--- src/rtl/mcp_host_sequencer_if.sv ---
// Command/result handshakes plus the strobed MCP bus of the host sequencer.
// The slave modport is the sequencer; the master modport is its host/bus environment.
interface mcp_host_sequencer_if;
  logic        cmd_valid;
  logic        cmd_ready;
  logic [15:0] cmd_a;
  logic [15:0] cmd_b;
  logic [7:0]  cmd_op;
  logic        res_valid;
  logic        res_ready;
  logic [31:0] res_x;
  logic        busy;
  logic        mcp_wr_n;
  logic        mcp_rd_n;
  logic [2:0]  mcp_addr;
  logic [7:0]  mcp_data_out;
  logic        mcp_data_oe;
  logic [7:0]  mcp_data_in;

  modport slave (
    input  cmd_valid, cmd_a, cmd_b, cmd_op, res_ready, mcp_data_in,
    output cmd_ready, res_valid, res_x, busy,
    output mcp_wr_n, mcp_rd_n, mcp_addr, mcp_data_out, mcp_data_oe
  );

  modport master (
    output cmd_valid, cmd_a, cmd_b, cmd_op, res_ready, mcp_data_in,
    input  cmd_ready, res_valid, res_x, busy,
    input  mcp_wr_n, mcp_rd_n, mcp_addr, mcp_data_out, mcp_data_oe
  );
endinterface

--- src/rtl/mcp_host_sequencer.sv ---
// Host sequencer for the 16-bit math coprocessor: byte-wise operand/opcode writes,
// a fixed compute wait, then four result-byte reads assembled into a 32-bit X.
module mcp_host_sequencer #(
  parameter int SETUP_CYC   = 2,
  parameter int STROBE_CYC  = 3,
  parameter int HOLD_CYC    = 2,
  parameter int COMPUTE_CYC = 64
) (
  input  logic               clk,
  input  logic               rst_n,
  mcp_host_sequencer_if.slave bus
);

  localparam int MAX_SS  = (SETUP_CYC > STROBE_CYC) ? SETUP_CYC : STROBE_CYC;
  localparam int MAX_HC  = (HOLD_CYC > COMPUTE_CYC) ? HOLD_CYC : COMPUTE_CYC;
  localparam int MAX_CYC = (MAX_SS > MAX_HC) ? MAX_SS : MAX_HC;
  localparam int CNT_W   = (MAX_CYC > 1) ? $clog2(MAX_CYC) : 1;

  localparam logic [CNT_W-1:0] SETUP_LD   = CNT_W'(SETUP_CYC - 1);
  localparam logic [CNT_W-1:0] STROBE_LD  = CNT_W'(STROBE_CYC - 1);
  localparam logic [CNT_W-1:0] HOLD_LD    = CNT_W'(HOLD_CYC - 1);
  localparam logic [CNT_W-1:0] COMPUTE_LD = CNT_W'(COMPUTE_CYC - 1);

  localparam logic [7:0] OP_SQRT = 8'd3;

  typedef enum logic [2:0] {
    S_IDLE, S_W_SETUP, S_W_STROBE, S_W_HOLD,
    S_WAIT, S_R_SETUP, S_R_STROBE, S_R_HOLD
  } state_t;

  state_t           r_state, w_state_nxt;
  logic [CNT_W-1:0] r_cnt, w_cnt_nxt;
  logic [2:0]       r_idx, w_idx_nxt;
  logic [15:0]      r_a, r_b;
  logic [7:0]       r_op;
  logic [31:0]      r_shift;

  logic        r_cmd_ready, r_res_valid, r_busy;
  logic [31:0] r_res_x;
  logic        r_wr_n, r_rd_n, r_oe;
  logic [2:0]  r_addr;
  logic [7:0]  r_dout;

  logic        w_accept, w_last, w_capture, w_done, w_consume;
  logic [15:0] w_a, w_b;
  logic [7:0]  w_op;
  logic        w_write_ph, w_read_ph, w_res_valid_nxt, w_cmd_ready_nxt;
  logic [2:0]  w_addr_nxt;
  logic [7:0]  w_dout_nxt;

  assign w_accept  = bus.cmd_valid && r_cmd_ready;
  assign w_last    = (r_cnt == '0);
  assign w_consume = r_res_valid && bus.res_ready;

  // The first write byte is driven on the accept edge itself, before r_a/r_b/r_op load.
  assign w_a  = w_accept ? bus.cmd_a  : r_a;
  assign w_b  = w_accept ? bus.cmd_b  : r_b;
  assign w_op = w_accept ? bus.cmd_op : r_op;

  always_comb begin
    // NOTE: every combinational output is defaulted first so no path can infer a latch.
    w_state_nxt = r_state;
    w_cnt_nxt   = r_cnt;
    w_idx_nxt   = r_idx;
    w_capture   = 1'b0;
    w_done      = 1'b0;
    case (r_state)
      S_IDLE: if (w_accept) begin
        w_state_nxt = S_W_SETUP;
        w_cnt_nxt   = SETUP_LD;
        w_idx_nxt   = 3'd0;
      end
      S_W_SETUP: begin
        w_cnt_nxt = r_cnt - 1'b1;
        if (w_last) begin
          w_state_nxt = S_W_STROBE;
          w_cnt_nxt   = STROBE_LD;
        end
      end
      S_W_STROBE: begin
        w_cnt_nxt = r_cnt - 1'b1;
        if (w_last) begin
          w_state_nxt = S_W_HOLD;
          w_cnt_nxt   = HOLD_LD;
        end
      end
      S_W_HOLD: begin
        w_cnt_nxt = r_cnt - 1'b1;
        if (w_last) begin
          if (r_idx == 3'd4) begin
            w_state_nxt = S_WAIT;
            w_cnt_nxt   = COMPUTE_LD;
            w_idx_nxt   = 3'd0;
          end else begin
            w_state_nxt = S_W_SETUP;
            w_cnt_nxt   = SETUP_LD;
            // SQRT has no B operand: jump from A[7:0] straight to the opcode byte.
            w_idx_nxt   = (r_idx == 3'd1 && r_op == OP_SQRT) ? 3'd4 : r_idx + 3'd1;
          end
        end
      end
      S_WAIT: begin
        w_cnt_nxt = r_cnt - 1'b1;
        if (w_last) begin
          w_state_nxt = S_R_SETUP;
          w_cnt_nxt   = SETUP_LD;
        end
      end
      S_R_SETUP: begin
        w_cnt_nxt = r_cnt - 1'b1;
        if (w_last) begin
          w_state_nxt = S_R_STROBE;
          w_cnt_nxt   = STROBE_LD;
        end
      end
      S_R_STROBE: begin
        w_cnt_nxt = r_cnt - 1'b1;
        if (w_last) begin
          w_state_nxt = S_R_HOLD;
          w_cnt_nxt   = HOLD_LD;
          w_capture   = 1'b1;
        end
      end
      S_R_HOLD: begin
        w_cnt_nxt = r_cnt - 1'b1;
        if (w_last) begin
          if (r_idx == 3'd3) begin
            w_state_nxt = S_IDLE;
            w_idx_nxt   = 3'd0;
            w_done      = 1'b1;
          end else begin
            w_state_nxt = S_R_SETUP;
            w_cnt_nxt   = SETUP_LD;
            w_idx_nxt   = r_idx + 3'd1;
          end
        end
      end
      default: w_state_nxt = S_IDLE;
    endcase
  end

  // Bus outputs are registered from the next state so pins line up with the state they belong to.
  always_comb begin
    w_write_ph = (w_state_nxt == S_W_SETUP) || (w_state_nxt == S_W_STROBE) ||
                 (w_state_nxt == S_W_HOLD);
    w_read_ph  = (w_state_nxt == S_R_SETUP) || (w_state_nxt == S_R_STROBE) ||
                 (w_state_nxt == S_R_HOLD);
    w_addr_nxt = 3'd0;
    w_dout_nxt = 8'd0;
    if (w_write_ph) begin
      w_addr_nxt = (w_idx_nxt == 3'd4) ? 3'd7 : w_idx_nxt;
      case (w_idx_nxt)
        3'd0:    w_dout_nxt = w_a[15:8];
        3'd1:    w_dout_nxt = w_a[7:0];
        3'd2:    w_dout_nxt = w_b[15:8];
        3'd3:    w_dout_nxt = w_b[7:0];
        default: w_dout_nxt = w_op;
      endcase
    end else if (w_read_ph) begin
      w_addr_nxt = w_idx_nxt;
    end
    w_res_valid_nxt = w_done || (r_res_valid && !w_consume);
    w_cmd_ready_nxt = (w_state_nxt == S_IDLE) && !w_res_valid_nxt;
  end

  // NOTE: sequential state uses non-blocking assignments so every register samples pre-edge values.
  always_ff @(posedge clk or negedge rst_n) begin
    if (!rst_n) begin
      r_state     <= S_IDLE;
      r_cnt       <= '0;
      r_idx       <= 3'd0;
      r_a         <= 16'd0;
      r_b         <= 16'd0;
      r_op        <= 8'd0;
      r_shift     <= 32'd0;
      r_cmd_ready <= 1'b1;
      r_res_valid <= 1'b0;
      r_res_x     <= 32'd0;
      r_busy      <= 1'b0;
      r_wr_n      <= 1'b1;
      r_rd_n      <= 1'b1;
      r_oe        <= 1'b0;
      r_addr      <= 3'd0;
      r_dout      <= 8'd0;
    end else begin
      r_state <= w_state_nxt;
      r_cnt   <= w_cnt_nxt;
      r_idx   <= w_idx_nxt;
      if (w_accept) begin
        r_a  <= bus.cmd_a;
        r_b  <= bus.cmd_b;
        r_op <= bus.cmd_op;
      end
      if (w_capture) r_shift <= {r_shift[23:0], bus.mcp_data_in};
      if (w_done)    r_res_x <= r_shift;
      r_res_valid <= w_res_valid_nxt;
      r_cmd_ready <= w_cmd_ready_nxt;
      r_busy      <= (w_state_nxt != S_IDLE);
      r_wr_n      <= (w_state_nxt != S_W_STROBE);
      r_rd_n      <= (w_state_nxt != S_R_STROBE);
      r_oe        <= w_write_ph;
      r_addr      <= w_addr_nxt;
      r_dout      <= w_dout_nxt;
    end
  end

  assign bus.cmd_ready    = r_cmd_ready;
  assign bus.res_valid    = r_res_valid;
  assign bus.res_x        = r_res_x;
  assign bus.busy         = r_busy;
  assign bus.mcp_wr_n     = r_wr_n;
  assign bus.mcp_rd_n     = r_rd_n;
  assign bus.mcp_addr     = r_addr;
  assign bus.mcp_data_out = r_dout;
  assign bus.mcp_data_oe  = r_oe;

endmodule

--- src/flat_wrapper.sv ---
// flat-port wrapper written by rule: the top's interface ports become plain ports
module mcp_host_sequencer_flat 
#(
  parameter int SETUP_CYC   = 2,
  parameter int STROBE_CYC  = 3,
  parameter int HOLD_CYC    = 2,
  parameter int COMPUTE_CYC = 64
)
  (clk, rst_n, bus_cmd_valid, bus_cmd_a, bus_cmd_b, bus_cmd_op, bus_res_ready, bus_mcp_data_in, bus_cmd_ready, bus_res_valid, bus_res_x, bus_busy, bus_mcp_wr_n, bus_mcp_rd_n, bus_mcp_addr, bus_mcp_data_out, bus_mcp_data_oe);
  mcp_host_sequencer_if bus_i ();
  input  logic clk;
  input  logic rst_n;
  input wire logic [$bits(bus_i.cmd_valid)-1:0] bus_cmd_valid;
  input wire logic [$bits(bus_i.cmd_a)-1:0] bus_cmd_a;
  input wire logic [$bits(bus_i.cmd_b)-1:0] bus_cmd_b;
  input wire logic [$bits(bus_i.cmd_op)-1:0] bus_cmd_op;
  input wire logic [$bits(bus_i.res_ready)-1:0] bus_res_ready;
  input wire logic [$bits(bus_i.mcp_data_in)-1:0] bus_mcp_data_in;
  output wire logic [$bits(bus_i.cmd_ready)-1:0] bus_cmd_ready;
  output wire logic [$bits(bus_i.res_valid)-1:0] bus_res_valid;
  output wire logic [$bits(bus_i.res_x)-1:0] bus_res_x;
  output wire logic [$bits(bus_i.busy)-1:0] bus_busy;
  output wire logic [$bits(bus_i.mcp_wr_n)-1:0] bus_mcp_wr_n;
  output wire logic [$bits(bus_i.mcp_rd_n)-1:0] bus_mcp_rd_n;
  output wire logic [$bits(bus_i.mcp_addr)-1:0] bus_mcp_addr;
  output wire logic [$bits(bus_i.mcp_data_out)-1:0] bus_mcp_data_out;
  output wire logic [$bits(bus_i.mcp_data_oe)-1:0] bus_mcp_data_oe;
  assign bus_i.cmd_valid = bus_cmd_valid;
  assign bus_i.cmd_a = bus_cmd_a;
  assign bus_i.cmd_b = bus_cmd_b;
  assign bus_i.cmd_op = bus_cmd_op;
  assign bus_i.res_ready = bus_res_ready;
  assign bus_i.mcp_data_in = bus_mcp_data_in;
  assign bus_cmd_ready = bus_i.cmd_ready;
  assign bus_res_valid = bus_i.res_valid;
  assign bus_res_x = bus_i.res_x;
  assign bus_busy = bus_i.busy;
  assign bus_mcp_wr_n = bus_i.mcp_wr_n;
  assign bus_mcp_rd_n = bus_i.mcp_rd_n;
  assign bus_mcp_addr = bus_i.mcp_addr;
  assign bus_mcp_data_out = bus_i.mcp_data_out;
  assign bus_mcp_data_oe = bus_i.mcp_data_oe;
  mcp_host_sequencer #(.SETUP_CYC(SETUP_CYC), .STROBE_CYC(STROBE_CYC), .HOLD_CYC(HOLD_CYC), .COMPUTE_CYC(COMPUTE_CYC)) u_core (.clk(clk), .rst_n(rst_n), .bus(bus_i));
endmodule
--- config.mk ---
export PLATFORM = sky130hd
export DESIGN_NAME = mcp_host_sequencer_flat
export DESIGN_NICKNAME = d
export VERILOG_FILES = /design/src/rtl/mcp_host_sequencer_if.sv /design/src/rtl/mcp_host_sequencer.sv /design/src/flat_wrapper.sv
export SDC_FILE = /design/constraint.sdc
export NUM_CORES = 1
export LEC_CHECK = 0
export BUFFER_PORTS_ARGS = -buffer_cell sky130_fd_sc_hd__buf_4
export CELL_PAD_IN_SITES_DETAIL_PLACEMENT = 0
export CELL_PAD_IN_SITES_GLOBAL_PLACEMENT = 1
export CORE_ASPECT_RATIO = 1.5
export CORE_UTILIZATION = 41
export CTS_CLUSTER_DIAMETER = 100
export DETAILED_ROUTE_END_ITERATION = 6
export PLACE_DENSITY = 0.86
export RECOVER_POWER = 25
export SLEW_MARGIN = 20
export SYNTH_ARGS = -nofsm -noshare
export SYNTH_HDL_FRONTEND = slang
export SYNTH_SLANG_ARGS = --single-unit
--- constraint.sdc ---
create_clock -name clk -period 6.2 [get_ports clk]
set_input_delay 0.62 -clock clk [delete_from_list [all_inputs] [get_ports clk]]
set_output_delay 0.62 -clock clk [all_outputs]
set_load 0.03 [all_outputs]
==> results of run 1 <==
cell usage in the layout, fill, tap and decap left out, types with 11 or more instances in the layout:
master	synthesis	layout
a21oi_1	27	27
a31oi_1	11	11
buf_4	0	104
clkbuf_16	0	17
dfrtp_1	130	130
inv_1	12	12
mux2_2	104	99
nand2_1	18	18
nor2_1	11	11
nor3_1	20	20
o21ai_0	17	17
or3_1	19	19
layer usage:
layer | track usage | vias up
met5 | 0 | -
met1 | 0.219 | 1936
met3 | 0.0598 | 19
met4 | 0.0813 | 0
li1 | - | 1811
met2 | 0.311 | 119
where the power goes:
group	switching, W	leakage (nW)	internal [W]
clock network	0.000435	0.306	0.000620
logic	0.0000214	1.47	0.0000222
registers	0.00000197	1.80	0.000871
total	0.000458	3.58	0.00151
cells in the mapped netlist (all sizes together), types with 2 or more instances:
master / number / area, sq um
a211o: 3 / 26.3
a21oi: 27 / 135
a31oi: 11 / 68.8
and2: 4 / 27.5
and3: 2 / 12.5
buf: 9 / 63.8
clkbuf: 16 / 60.1
dfrtp: 130 / 3250
dfstp: 3 / 78.8
ha: 7 / 87.6
inv: 13 / 53.8
mux2: 104 / 1170
nand2: 18 / 67.6
nand3: 6 / 40.0
nor2: 11 / 41.3
nor3: 21 / 110
nor3b: 3 / 22.5
nor4: 2 / 12.5
o21ai: 18 / 90.1
or3: 19 / 119
final cells by class:
type	instances	area share
inverter	13	0.00747
tap	162	0.0281
clock inverter	15	0.0281
multi-input combinational	275	0.305
sequential	133	0.463
timing repair buffer	106	0.109
clock buffer	17	0.0591
registers in the layout (all words and copies together) (netlist names), 3 cells and up:
signal,count
u_core.bus.res_x,32
u_core.r_shift,32
u_core.r_a,16
u_core.r_b,16
u_core.bus.mcp_data_out,8
u_core.r_op,8
u_core.r_cnt,6
u_core.bus.mcp_addr,3
u_core.r_idx,3
u_core.r_state,3
cells by family (layout without fill, tap and decap cells):
family          count (synthesis)  count (layout)
flops                         133             133
buf+inv                        38             151
fa+ha+maj                       7               7
simple gates                   90              90
xor+xnor                        2               2
mux                           105             105
compound gates                 71              71
per-stage QoR:
step           hold WS (ns)  setup slack (ns)
2_1_floorplan         0.324              3.70
3_3_place_gp          0.483              3.41
3_5_place_dp          0.484              3.30
4_1_cts               0.369              3.27
5_1_grt               0.421              1.53
6_report              0.426              2.38
worst max-delay path by stage:
| stage | end | cells past startpoint | slack [ns] | from |
|---|---|---|---|---|
| floorplan | u_core.bus.mcp_data_out[7] | 11 | 3.70 | u_core.r_cnt[0] |
| global placement | u_core.bus.mcp_addr[0] | 9 | 3.41 | u_core.r_cnt[0] |
| detailed placement | u_core.bus.cmd_ready | 8 | 3.30 | u_core.r_cnt[0] |
| CTS | u_core.bus.cmd_ready | 8 | 3.27 | u_core.r_cnt[0] |
| global route | u_core.r_b[3] | 2 | 1.53 | rst_n |
| finish | u_core.bus.res_x[27] | 2 | 2.38 | rst_n |
==> metrics.txt, run 1 <==
Starting Density=0.422; Netlist Area Pre-Place=0.00571 sq mm; crit path cell chain=clkbuf_1 > buf_4; share of post-route cells with drive strength above 1=0.436; max incr delay on CP=around 2.6 ns; Synth Area in XOR/XNOR=0.00307; endpoint type of the worst setup path=asynchronous set/reset pin; placed cells=689; Synth Area in Simple Gates=0.0860; final setup fails=0; Multi-input gate area=around 0.0022 sq mm; met3 wire len=approximately 810 um; largest net degree at the start of global routing=73; Area after DPL=approximately 0.0066 sq mm; Clock Skews=0.0156 ns; PostCTS Resize Cnt=0; Hold Path Sink=u_core.r_shift[3]; Setup TNS=0 ns; Finished Layout Cells=721; Clock Sinks=133; Worst R2R End=u_core.bus.cmd_ready; initial antenna violation count=0; die area=0.0144 sq mm; R2R Setup Slk=~2.5 ns; fin crit share=0.616; 1st-iter DRT viols=193; number of global-route vias before repair=4,149; Period minus WS final=3.82 ns; Final #Nets=605; synthesized-area fraction occupied by adder cells=0.0154; predominant post-synthesis flop cell=dfrtp_1; library cells used by synthesis=47; design area=0.00720 sq mm; Synth Instances=446; vias=3,885; first-pass GRT wire length=~21 mm; CTS Hold Bufs=0; CP max stage cell=clkbuf_1; dpl hpwl=between 8 and 9 mm; Worst Max-Slew Pin Slew=3.80 ns; highest metal used=met4; Setup CP Type=in2async; Register Area=0.00333 sq mm; gr ovfl total=0; Routed Antenna Nets=0; core area=0.0135 sq mm; worst hold path class=in2reg; final wirelength=~13 mm; Hold Path Cell Cnt=2; family with the most delay on the worst path=buffers and inverters; Critical Path RT=6.66 ns; met1 wire length=5.06 mm; relative slew slack=-1.53; port buffer count=100; mux contribution to synthesized area=0.207; I/O pin total=between 100 and 150; clock latency on the worst-skew pair=around 0.42 ns; Post-Synthesis Net Count=505; Synth Area in Compound Gates=0.0735; DR WL/cell=approximately 17 um; post-synthesis sequential area ratio=0.584; DR vias/cell=5.39; Buf/Inv on CP=2; WL met2=roughly 6.4 mm; fill count=between 1,000 and 1,500; final core occ=0.532; Peak VDD IR=192 uV; Syn. warnings=0; Ant. Diodes=0; largest family of logic cells by synthesized area=multiplexers; origin of the critical flop-to-flop path=u_core.bus.cmd_ready; Yosys reg bits=133; Die Height=146 um; clk slew on worst S/H paths=0.06 ns; Num CTS Buffers=17; Slew Limit Fails=119; Pre-antenna DRT Iters=7; WP data arrival=4.28 ns; DRC Markers=6; H-tree depth=4; worst-path fanout max=72; CTS tree=yes; Avg Cell Area, Syn=12.8 sq um; status=finished, violations left; Async S/R FF share, synth=1.00; Root Buffer Master=clkbuf_16; FMAX=~260 MHz; RSZ-0062 raised after global routing=false; maxcap violations=2; Setup Buffers After CTS=0; Critical Path Source Type=input pin; total power=between 0.0015 and 0.002 W; Die X=98.3 um; static leakage=3.58 nW; Clock Path Buffers=2; Worst Reg-to-Reg Cells=5; Post-synth EDFFs=0; failing checks=DRC, capacitance limit, slew limit; synthesis-to-finish area growth=26.2%; Fin. Hold Viols=0; P per Cell Area=274 mW/mm^2; gr usage total=0.186; Rows=52; Placer Congestion=a little over 0.8; Hold Startpoint=bus_mcp_data_in[3]
Power figures use the tool's default switching activity.
==> run 2: changes to the inputs <==
--- a/config.mk
+++ b/config.mk
@@ -9,10 +9,10 @@
 export CELL_PAD_IN_SITES_DETAIL_PLACEMENT = 0
 export CELL_PAD_IN_SITES_GLOBAL_PLACEMENT = 1
 export CORE_ASPECT_RATIO = 1.5
-export CORE_UTILIZATION = 41
+export CORE_UTILIZATION = 40
 export CTS_CLUSTER_DIAMETER = 100
 export DETAILED_ROUTE_END_ITERATION = 6
-export PLACE_DENSITY = 0.86
+export PLACE_DENSITY = 0.87
 export RECOVER_POWER = 25
 export SLEW_MARGIN = 20
 export SYNTH_ARGS = -nofsm -noshare
==> constraint.sdc (replaced) <==
create_clock -name clk -period 3.3 [get_ports clk]
set_input_delay 0.33 -clock clk [delete_from_list [all_inputs] [get_ports clk]]
set_output_delay 0.33 -clock clk [all_outputs]
set_load 0.03 [all_outputs]
==> run 2 against run 1 <==
Effect of this change: the flow now finishes without violations; final cell count grew 4.9%; routed wire length up 2.0%; non-clock buffer count up 5; combinational power rose by 100%; clock-buffer cell count did not move; die area up 2.5%; largest cell class unchanged.
==> metrics.txt, run 2 (synthesis gave the netlist of run 1 again) <==
1st-iter DRT viols=177 (-8.3%); largest net degree at the start of global routing=55 (-25%); fill count=1,222 (+6.9%); number of global-route vias before repair=4,113 (-0.87%); endpoint type of the worst setup path=flip-flop; Placer Congestion=0.925 (+15%); Num CTS Buffers=17 (unchanged); PostCTS Resize Cnt=0 (unchanged); Ant. Diodes=0 (unchanged); Fin. Hold Viols=0 (unchanged); Area after DPL=0.00667 sq mm (+1.3%); Clock Path Buffers=2 (unchanged); fin crit share=0.845; GR Layer Usage met1=0.216 (-0.00274); final wirelength=12.8 mm (+2.0%); DR WL/cell=16.9 um (-2.7%); worst-path fanout max=18 (-75%); most common cell after layout, fill and taps aside=dfrtp_1; core area=0.0140 sq mm (+3.4%); P per Cell Area=508 mW/mm^2 (+86%); static leakage=3.46 nW (-3.1%); clock latency on the worst-skew pair=0.41 ns (about the same); DR vias/cell=5.18 (-3.9%); WP data arrival=3.11 ns (-1.17 ns); DRC Markers=0 (-6); met3 Usage GRT=0.0404 (-0.0194); first-pass GRT wire length=20.7 mm (-0.33%); CP dominant cell by count=or3_1; dpl hpwl=9.08 mm (+4.1%); initial antenna violation count=0 (unchanged); CP max stage cell=or4b_4; Critical Path RT=3.62 ns (-3.04 ns); Slew Limit Fails=0 (-100%); Worst Reg-to-Reg Cells=8 (+3); Period minus WS final=2.79 ns; gr usage total=0.183 (-0.00367); Hold Path Cell Cnt=2 (unchanged); RSZ-0062 raised after global routing=false; I/O pin total=101 (unchanged); Clock Skews=0.0102 ns (-0.00536 ns); Hold Path Sink=u_core.r_shift[0]; R2R Setup Slk=0.51 ns (-2.00 ns); H-tree depth=4 (unchanged); Rows=53 (+1.9%); family with the most delay on the worst path=simple AND/OR/NAND/NOR gates; Critical Path Source Type=flip-flop; Hold Startpoint=bus_mcp_data_in[0]; FMAX=359 MHz; relative slew slack=0.129 (+1.66); vias=3,915 (+0.77%); crit path cell chain=inv_1 > ha_1 > or4b_4 > or3_1 > nand3_2 > a21oi_1 > or3_1 > a31oi_1; Worst R2R End=u_core.bus.mcp_data_out[3]; final core occ=0.512 (-0.0196); Die Height=148 um (+1.2%); port buffer count=100 (unchanged); status=finished, final reports clean; die area=0.0148 sq mm (+2.5%); origin of the critical flop-to-flop path=u_core.r_cnt[0]; Routed Antenna Nets=0 (unchanged); share of post-route cells with drive strength above 1=0.402 (-0.0340); max incr delay on CP=0.49 ns (-2.12 ns); Setup Buffers After CTS=0 (unchanged); Die X=99.5 um (+1.2%); Root Buffer Master=clkbuf_16; Buf/Inv on CP=1 (-1); clk slew on worst S/H paths=0.06 ns (about the same); grt met2 use=0.316 (+0.00436); Final #Nets=610 (+0.83%); CTS tree=yes; CTS Hold Bufs=1 (+1); worst hold path class=in2reg; final setup fails=0 (unchanged); leading cell types in the layout, fill and taps excluded=dfrtp_1 (130), mux2_2 (104), buf_4 (78); maxcap violations=0 (-2); Starting Density=0.408 (-0.0138); Clock Sinks=133 (unchanged); design area=0.00717 sq mm (-0.42%); Most Crowded Layer GR=met2; synthesis-to-finish area growth=25.7%; Peak VDD IR=312 uV (+63%); Setup CP Type=reg2reg; Worst Max-Slew Pin Slew=1.31 ns (-2.49 ns); Setup TNS=0 ns (unchanged); Pre-antenna DRT Iters=5 (-2); gr ovfl total=0 (unchanged)
## run 2: cell types whose count changed in the layout (fill, tap and decap cells not counted), moves of 3 or more
cell      previous run  this run
mux2_2              99       104
clkbuf_1             2        30
buf_4              104        78
inv_8                6         3
mux2_1               5         0
## run 2: cell type report
class                      count  area (sq um)  share of cell area
multi-input combinational    275          2200               0.307
clock inverter                15           185              0.0258
clock buffer                  17           425              0.0593
inverter                      13          53.8             0.00750
tap                          192           240              0.0335
sequential                   133          3330               0.465
timing repair buffer         111           733               0.102
## run 2: through the flow
stage                     std cells  power [W]  setup WS (ns)  hold WS, ns
after floorplan                 446    0.00167          0.799       0.0344
after global placement          723    0.00176          0.659        0.399
after detailed placement        723    0.00176          0.614        0.405
after CTS                       756    0.00368          0.542        0.141
after global routing            756    0.00377          0.382        0.144
final                           756    0.00364          0.512        0.151
## run 2: layer usage
layer,share of wire,wire [um]
met1,0.40,5100
met3,0.046,583
met5,0,0
met2,0.53,6770
met4,0.027,339
## run 2: power by group
group	internal, W	switching, W	leakage [nW]	total, W
clock	0.00115	0.000767	0.290	0.00191
sequential	0.00164	0.00000374	1.80	0.00164
combinational	0.0000453	0.0000422	1.37	0.0000875
total	0.00283	0.000813	3.46	0.00364
## run 2: how the worst max path moves through the flow
stage,from,end,cells after the start
3_5_place_dp,u_core.r_cnt[0],u_core.bus.mcp_addr[1],8
5_1_grt,u_core.r_cnt[0],u_core.r_cnt[5],8
2_1_floorplan,u_core.r_cnt[0],u_core.bus.mcp_data_out[7],11
6_report,u_core.r_cnt[0],u_core.bus.mcp_data_out[3],8
3_3_place_gp,u_core.r_cnt[0],u_core.bus.mcp_data_out[2],8
4_1_cts,u_core.r_cnt[0],u_core.bus.mcp_data_out[3],8
## run 2: worst register-to-register path: cells and delay by family (launching register included)
family,cells,cell delay (ns)
AO/OA/AOI/OAI,2,0.33
adder cells (fa/ha/maj),1,0.15
buffers and inverters,1,0.12
flip-flops,1,0.42
AND/OR/NAND/NOR,4,1.69
